## src/rtl/store_narrow_buffer.sv

```systemverilog
// -----------------------------------------------------------------------------
// store_narrow_buffer
//   Store-side formatter and write buffer. Narrows a 32-bit register value to a
//   byte/halfword/word store, replicates it across the byte lanes, builds the
//   byte enables, and queues the result in a DEPTH-entry FIFO. The queue drains
//   to data memory over a valid/ready handshake.
//
// Ports
//   clk        in   single clock, rising edge
//   reset      in   synchronous, active-high reset
//   st_valid   in   store request valid
//   st_ready   out  buffer can accept (= !full)
//   st_addr    in   byte address of the store
//   st_data    in   register value (low 8/16 bits used for byte/half)
//   st_size    in   00 byte, 01 half, 10 word, 11 reserved
//   mem_valid  out  head entry valid toward memory (= !empty)
//   mem_ready  in   memory accepts the head entry
//   mem_addr   out  word-aligned address of the head entry
//   mem_wdata  out  lane-replicated write data of the head entry
//   mem_be     out  byte enables of the head entry, bit i = byte lane i
//   misalign   out  one-cycle pulse: last accepted request was misaligned/reserved
//   count      out  number of entries held
// -----------------------------------------------------------------------------
module store_narrow_buffer #(
  parameter int DEPTH = 4
) (
  input  logic                         clk,
  input  logic                         reset,
  input  logic                         st_valid,
  output logic                         st_ready,
  input  logic [31:0]                  st_addr,
  input  logic [31:0]                  st_data,
  input  logic [1:0]                   st_size,
  output logic                         mem_valid,
  input  logic                         mem_ready,
  output logic [31:0]                  mem_addr,
  output logic [31:0]                  mem_wdata,
  output logic [3:0]                   mem_be,
  output logic                         misalign,
  output logic [$clog2(DEPTH+1)-1:0]   count
);

  localparam int PTR_W = $clog2(DEPTH);
  localparam int CNT_W = $clog2(DEPTH + 1);

  typedef enum logic [1:0] {
    SZ_BYTE = 2'b00,
    SZ_HALF = 2'b01,
    SZ_WORD = 2'b10,
    SZ_RSVD = 2'b11
  } size_e;

  // Entry storage: only the word address is kept, low two bits are implied 0.
  logic [29:0] addr_mem  [DEPTH];
  logic [31:0] wdata_mem [DEPTH];
  logic [3:0]  be_mem    [DEPTH];

  logic [PTR_W-1:0] wr_ptr;
  logic [PTR_W-1:0] rd_ptr;
  logic [CNT_W-1:0] count_q;
  logic             misalign_q;

  logic        full;
  logic        empty;
  logic        accept;
  logic        push;
  logic        pop;
  logic        bad;
  logic [31:0] fmt_wdata;
  logic [3:0]  fmt_be;
  size_e       size;

  assign size   = size_e'(st_size);
  assign full   = (count_q == CNT_W'(DEPTH));
  assign empty  = (count_q == '0);

  // Ready depends only on occupancy, never on a same-cycle pop.
  assign st_ready  = !full;
  assign mem_valid = !empty;
  assign accept    = st_valid && st_ready;
  assign pop       = mem_valid && mem_ready;
  // Misaligned/reserved requests complete the handshake but are dropped.
  assign push      = accept && !bad;

  // Store formatting: lane replication plus byte enables.
  // NOTE: every always_comb output gets a default first so no path can infer a latch.
  always_comb begin
    fmt_wdata = st_data;
    fmt_be    = 4'b0000;
    bad       = 1'b0;
    unique case (size)
      SZ_BYTE: begin
        fmt_wdata = {4{st_data[7:0]}};
        fmt_be    = 4'b0001 << st_addr[1:0];
      end
      SZ_HALF: begin
        fmt_wdata = {2{st_data[15:0]}};
        fmt_be    = st_addr[1] ? 4'b1100 : 4'b0011;
        bad       = st_addr[0];
      end
      SZ_WORD: begin
        fmt_wdata = st_data;
        fmt_be    = 4'b1111;
        bad       = (st_addr[1:0] != 2'b00);
      end
      SZ_RSVD: begin
        bad       = 1'b1;
      end
    endcase
  end

  // Control state: pointers, occupancy and the misalign pulse.
  // NOTE: sequential state uses non-blocking assignments so every register samples pre-edge values.
  always_ff @(posedge clk) begin
    if (reset) begin
      wr_ptr     <= '0;
      rd_ptr     <= '0;
      count_q    <= '0;
      misalign_q <= 1'b0;
    end else begin
      misalign_q <= accept && bad;
      if (push) wr_ptr <= wr_ptr + 1'b1;
      if (pop)  rd_ptr <= rd_ptr + 1'b1;
      unique case ({push, pop})
        2'b10:   count_q <= count_q + 1'b1;
        2'b01:   count_q <= count_q - 1'b1;
        default: count_q <= count_q;
      endcase
    end
  end

  // NOTE: the entry array has no reset; contents are only observable through
  // count/empty, which are reset, so clearing it would add logic for nothing.
  always_ff @(posedge clk) begin
    if (push) begin
      addr_mem[wr_ptr]  <= st_addr[31:2];
      wdata_mem[wr_ptr] <= fmt_wdata;
      be_mem[wr_ptr]    <= fmt_be;
    end
  end

  // Head entry toward memory; zeroed when empty. Stable while stalled because
  // rd_ptr and the head slot only change on a pop.
  always_comb begin
    mem_addr  = 32'h0;
    mem_wdata = 32'h0;
    mem_be    = 4'b0000;
    if (!empty) begin
      mem_addr  = {addr_mem[rd_ptr], 2'b00};
      mem_wdata = wdata_mem[rd_ptr];
      mem_be    = be_mem[rd_ptr];
    end
  end

  assign misalign = misalign_q;
  assign count    = count_q;

endmodule

```

## config.mk

```make
export PLATFORM = sky130hd
export DESIGN_NAME = store_narrow_buffer
export DESIGN_NICKNAME = d
export VERILOG_FILES = /design/src/rtl/store_narrow_buffer.sv
export SDC_FILE = /design/constraint.sdc
export NUM_CORES = 1
export LEC_CHECK = 0
export CAP_MARGIN = 20
export CORE_AREA = 2 2 151 153
export DETAILED_ROUTE_END_ITERATION = 16
export DIE_AREA = 0 0 153 155
export GPL_TIMING_DRIVEN = 0
export PLACE_DENSITY = 0.77
export SYNTH_ARGS = -nofsm -noshare
export SYNTH_HDL_FRONTEND = slang
export SYNTH_SLANG_ARGS = --single-unit
```

## constraint.sdc

```tcl
create_clock -name clk -period 4.2 [get_ports clk]
set_clock_uncertainty 0.1 [all_clocks]
set_input_delay 0.42 -clock clk [delete_from_list [all_inputs] [get_ports clk]]
set_output_delay 0.42 -clock clk [all_outputs]
set_load 0.02 [all_outputs]
```

==> results of run 1 <==
-- worst max-delay path, delay by kind of cell (launching register included) --
kind          cells  cell delay, ns
buf+inv           3            1.49
simple gates      2            0.52
flops             1            0.45
-- cell usage in the layout (no fill, tap or decap) --
cell type        count
a21oi_1              7
clkdlybuf4s50_1    139
inv_6                1
o311ai_0             1
nand2b_1             3
conb_1               2
bufinv_16            2
and2_1              66
clkbuf_16           27
or3_1                2
edfxtp_1           264
o31ai_1              1
mux4_2              66
or3b_4               1
clkbuf_1            18
dfxtp_1             10
inv_1                8
nor2_2               1
nand2_1              9
ha_1                 5
mux2i_1             11
nor2_1               8
clkinv_2            10
buf_2               10
o21ai_0             11
fa_1                 1
xor2_1               4
buf_6                5
and2_4               4
mux2_2              17
o211a_2              1
nor3_1               1
clkinv_1             4
buf_16               4
buf_4                2
nor4_1               1
-- layout make-up --
class	count	area, sq um
flip-flops and latches	274	8130
clock buffers	32	694
well taps	285	357
repair buffers	143	1500
multi-input cells	223	2600
plain buffers	30	170
fillers	1589	8610
inverters	8	30.0
clock inverters	17	134
-- flip-flops by register name (all words and copies together), names as in the netlist, named ones only --
| signal | count |
|---|---|
| wr_ptr | 2 |
| be_mem | 16 |
| wdata_mem | 128 |
| count | 3 |
| misalign | 1 |
| addr_mem | 120 |
| rd_ptr | 2 |
-- stage by stage --
step	std cells	power (mW)	worst slack, ns	util, %	setup TNS, ns
global route	1012	8.36	0.442	61.3	0
finish	1012	8.00	0.699	61.3	0
global placement	959	5.79	-0.630	57.0	-163.70
floorplan	535	4.76	0.993	-	0
CTS	1012	8.10	0.598	61.3	0
detailed placement	963	5.83	1.16	57.5	0
-- how the worst max path moves through the flow --
stage                     slack, ns  cells after the start        endpoint
final                          0.70                      5     mem_addr[5]
after global routing           0.44                      5     mem_addr[5]
after CTS                      0.60                      5     mem_addr[5]
after detailed placement       1.16                      5     mem_addr[5]
after global placement        -0.63                      4  addr_mem[3][1]
after floorplan                0.99                      4  addr_mem[0][0]
-- kinds of logic (layout without fill, tap and decap cells) --
kind of cell	after synthesis	after routing	share of synthesized area [%]
buffers and inverters	38	230	1.83
adders and majority gates	6	6	0.757
muxes	94	94	16.4
and+or+nand+nor	96	96	5.15
xor gates and xnor gates	4	4	0.321
other	1	2	0.0344
AOI/OAI and AO/OA	21	21	1.07
DFF	274	274	74.5
-- report_power, final --
group / leakage [nW] / switching [mW] / internal, mW / total [mW]
logic: 1.52 / 1.28 / 1.29 / 2.57
registers: 2.48 / 0.0446 / 3.13 / 3.17
clock network: 0.417 / 0.958 / 1.30 / 2.26
-- cell usage after synthesis --
| master | n |
|---|---|
| a21oi_1 | 7 |
| and2_1 | 70 |
| buf_2 | 10 |
| buf_4 | 2 |
| buf_6 | 5 |
| clkbuf_1 | 13 |
| conb_1 | 1 |
| dfxtp_1 | 10 |
| edfxtp_1 | 264 |
| fa_1 | 1 |
| ha_1 | 5 |
| inv_1 | 8 |
| mux2_2 | 17 |
| mux2i_1 | 11 |
| mux4_2 | 66 |
| nand2_1 | 9 |
| nand2b_1 | 3 |
| nor2_1 | 8 |
| nor2_2 | 1 |
| nor3_1 | 1 |
| nor4_1 | 1 |
| o211a_2 | 1 |
| o21ai_0 | 11 |
| o311ai_0 | 1 |
| o31ai_1 | 1 |
| or3_1 | 2 |
| or3b_4 | 1 |
| xor2_1 | 4 |
-- metal layers --
layer	global-route usage, %	vias up	part of all wire [%]	wire length [um]
li1	-	2471	-	-
met1	25.7	2890	41	9120
met2	32.4	217	50	11100
met3	3.31	32	6.6	1460
met4	4.81	0	1.9	427
met5	0	-	0	0
==> impl_metrics.toml, run 1 <==
[finish]
design_area_sq_um = 13600
area_growth_pct = 24.7
finalNetCount = 783
antenna_cells = 0
drive_gt1_share_pct = 20.8

[global_route]
grt_pass1_wl_um = 34400
antenna_found_initial = 0
grt_max_degree = 53
grt_pass1_vias = 6024
grt_usage_pct = 19.0
overflow = 0

[synthesis]
ys_ff_latch = 274
netlist.area_leader.share_pct = 72.6
syn_inst = 534
synth_cell_types = 28
synth_area_sq_um = 10900
ys_seq_area_share_pct = 74.5
yosys_warnings = 0
avgSynthCellArea_sq_um = 20.4
synthTopCellsByArea = "edfxtp_1 (73%), mux4_2 (14%), and2_1 (4.0%)"
synth_top_cell_by_area = "edfxtp_1"

[route]
ant_nets = 0
wl_per_cell_um = 21.9
vias = 5610
viasPerCell = 5.54
finalWirelength_um = 22100
dr.pass1.iters = 5
post-route-drc-count = 0
drt_iter0_markers = 362

[clock_network]
postCtsSetupBuffers = 0
cts_inserted_buffers = 27
cts.clk_slew.worst_paths_ns = 0.06
clkSinkCount = 274
cts-root-buf = "clkbuf_16"
cts_buffer_depth = 3
cts_tree = "done"
htree_levels = 1
clock_latency_ns = 0.53
cts_resized = 0
holdBufCountCts = 0

[worst_hold_path]
min_to = "misalign"
hold_class = "in2reg"
min_path_cells = 3
hp-start = "st_size[1]"

[setup_path]
crit_start = "count[0]"
r2r_start = "count[2]"
crit_type = "reg2out"
cpMostUsedCell = "clkbuf_1"
crit_path_max_fanout = 10
rr_worst_depth = 9
worstSetupStartpointType = "register"
critPathMaxStageDelay_ns = 0.61
r2r_slack_ns = 1.55
cp_slowest_cell = "clkdlybuf4s50_1"
r2r-end = "count[2]"
required_ns = 3.68
arrival_ns = 2.98
cp_cell_sequence = "or3_1 -> clkbuf_1 -> clkbuf_1 -> and2_1 -> clkdlybuf4s50_1"
end_kind = "output port"

[power_and_ir_drop]
power_density_nw_per_um2 = 587
ir_drop_uv = 368
leakage_nw = 4.41

[timing]
max-slew-margin-rel_pct = 57.0
hold_viol = 0
worst_slew_pin_slew_ns = 0.645
whs_ns = 0.225
rsz0062_at_grt = "no"
min_period_ns = 3.50
setup_viol = 0
fin_crit_sh_pct = 83.3
fmax_ghz = 0.286
maxSlewViolCount = 0

[floorplanning]
die_x_um = 153
ioPinCount = 144
start_util_pct = 49.1
num_rows = 55
coreArea_sq_um = 22200
dieArea_sq_um = 23700
dieHeight_um = 155

[placement]
io_buffers = 139
gp_congestion = 0.763
placed_area_sq_um = 12800
hpwl_um = 14200

[run]
drv_cap = 0

[outcome]
status = "completed"
Power figures use the tool's default switching activity.
==> inputs of run 2 (changes only) <==
clock period = 3.3 ns   (was 4.2 ns; I/O delays follow)
==> impl_metrics.toml, run 2 (synthesized netlist as in run 1, its figures left out) <==
[clock_network]
clock_latency_ns = 0.53
htree_levels = 1
cts-root-buf = "clkbuf_16"
cts_buffer_depth = 3
clkSinkCount = 274
cts_tree = "done"
cts_inserted_buffers = 27
cts.clk_slew.worst_paths_ns = 0.06
holdBufCountCts = 0

[finish]
reg.largest.list = "wdata_mem x128, addr_mem x120, be_mem x16"
top_register = "wdata_mem"
antenna_cells = 0
layout_common_cells = "edfxtp_1 (264), clkdlybuf4s50_1 (139), mux4_2 (66), and2_1 (66), clkbuf_16 (27)"
design_area_sq_um = 13600
area_growth_pct = 24.8
largest_register_ffs = 128
drive_gt1_share_pct = 21.3
finalNetCount = 783
final_common_cell = "edfxtp_1"
fin_cells = 1012

[route]
drt_iter0_markers = 348
dr.pass1.iters = 4
post-route-drc-count = 0
vias = 5612
wl_per_cell_um = 21.8
ant_nets = 0
viasPerCell = 5.55
finalWirelength_um = 22100

[floorplanning]
dieHeight_um = 155
coreArea_sq_um = 22200
start_util_pct = 49.1
num_rows = 55
die_x_um = 153
ioPinCount = 144
dieArea_sq_um = 23700

[setup_path]
r2r_slack_ns = 0.65
worstSetupStartpointType = "register"
r2r-end = "count[2]"
worstSetupEndpoint = "mem_addr[5]"
arrival_ns = 2.66
required_ns = 2.87
r2r_start = "count[2]"
crit_type = "reg2out"
rr_worst_depth = 9
crit_start = "count[0]"
crit_path_max_fanout = 10
end_kind = "output port"

[timing]
max-slew-margin-rel_pct = 57.0
maxSlewViolCount = 0
min_period_ns = 3.09
fmax_ghz = 0.324
hold_viol = 0
setup_viol = 0
rsz0062_at_grt = "no"
worst_slew_pin_slew_ns = 0.645
whs_ns = 0.134
setup_ws_ns = 0.210
fin_setup_tns_ns = 0
fin_crit_sh_pct = 93.6

[run]
drv_cap = 0

[placement]
placed_area_sq_um = 12800
gp_congestion = 0.763
placed_cells = 963
io_buffers = 139
dp_slack_ns = 0.354
hpwl_um = 14200

[worst_hold_path]
hold_class = "in2reg"
hp-start = "st_size[1]"

[global_route]
gr-usage-met3_pct = 3.31
grt_pass1_vias = 6025
grt_use_met2_pct = 32.4
grt_max_degree = 53
grt_usage_pct = 19.0
grt_pass1_wl_um = 34400
top_usage_layer = "met2"
grt.met1_usage_pct = 25.7
overflow = 0
antenna_found_initial = 0

[power_and_ir_drop]
power_density_nw_per_um2 = 748
leakage_nw = 4.42
ir_drop_uv = 469

[outcome]
status = "completed"
==> run 2: cell counts in the layout (fill, tap and decap cells not counted) <==
Identical to the previous run, type by type.
==> run 2: through the flow <==
stage,util [%],total power [mW]
after floorplan,-,6.06
after global placement,57.0,7.36
after detailed placement,57.5,7.42
after CTS,61.3,10.3
after global routing,61.3,10.6
final,61.3,10.2
==> run 2: power breakdown <==
group          total (mW)  switching (mW)  internal [mW]
registers            4.03          0.0566           3.98
logic                3.28            1.63           1.65
clock network        2.87            1.22           1.65
==> run 2: how the worst min path moves through the flow <==
stage                           to  slack (ns)  depth (start not counted)
floorplan           addr_mem[0][0]        0.33                          0
global placement         wr_ptr[1]        0.39                          2
detailed placement       wr_ptr[1]        0.41                          2
CTS                       misalign        0.12                          3
global route              misalign        0.20                          3
finish                    misalign        0.13                          3
==> run 2: critical path, cell delays in order, from the launching register on <==
cell and delay [ns]:
dfxtp_1 0.45, or3_1 0.31, clkbuf_2 0.31, clkbuf_2 0.28, and2_1 0.17, clkdlybuf4s50_1 0.60
==> run 2: routing by layer <==
layer  vias up  share of wire [%]
met5         -                  0
met4         0                1.9
met3        32                6.7
met2       221                 50
met1      2885                 41
li1       2474                  -
==> run 2: layout make-up <==
cell class | count | area, sq um
clock buffer | 32 | 694
timing repair buffer | 143 | 1500
multi-input combinational | 223 | 2600
fill | 1594 | 8610
clock inverter | 17 | 134
tap | 285 | 357
sequential | 274 | 8130
inverter | 8 | 30.0
buffer | 30 | 175
==> run 2: repair_timing <==
item,4_1_cts,5_1_grt
gates resized for setup,2,4
pin swaps,0,0
endpoints found under the setup margin,30,20
setup buffers,0,0
endpoints found under the hold margin,0,0
cloned,0,0
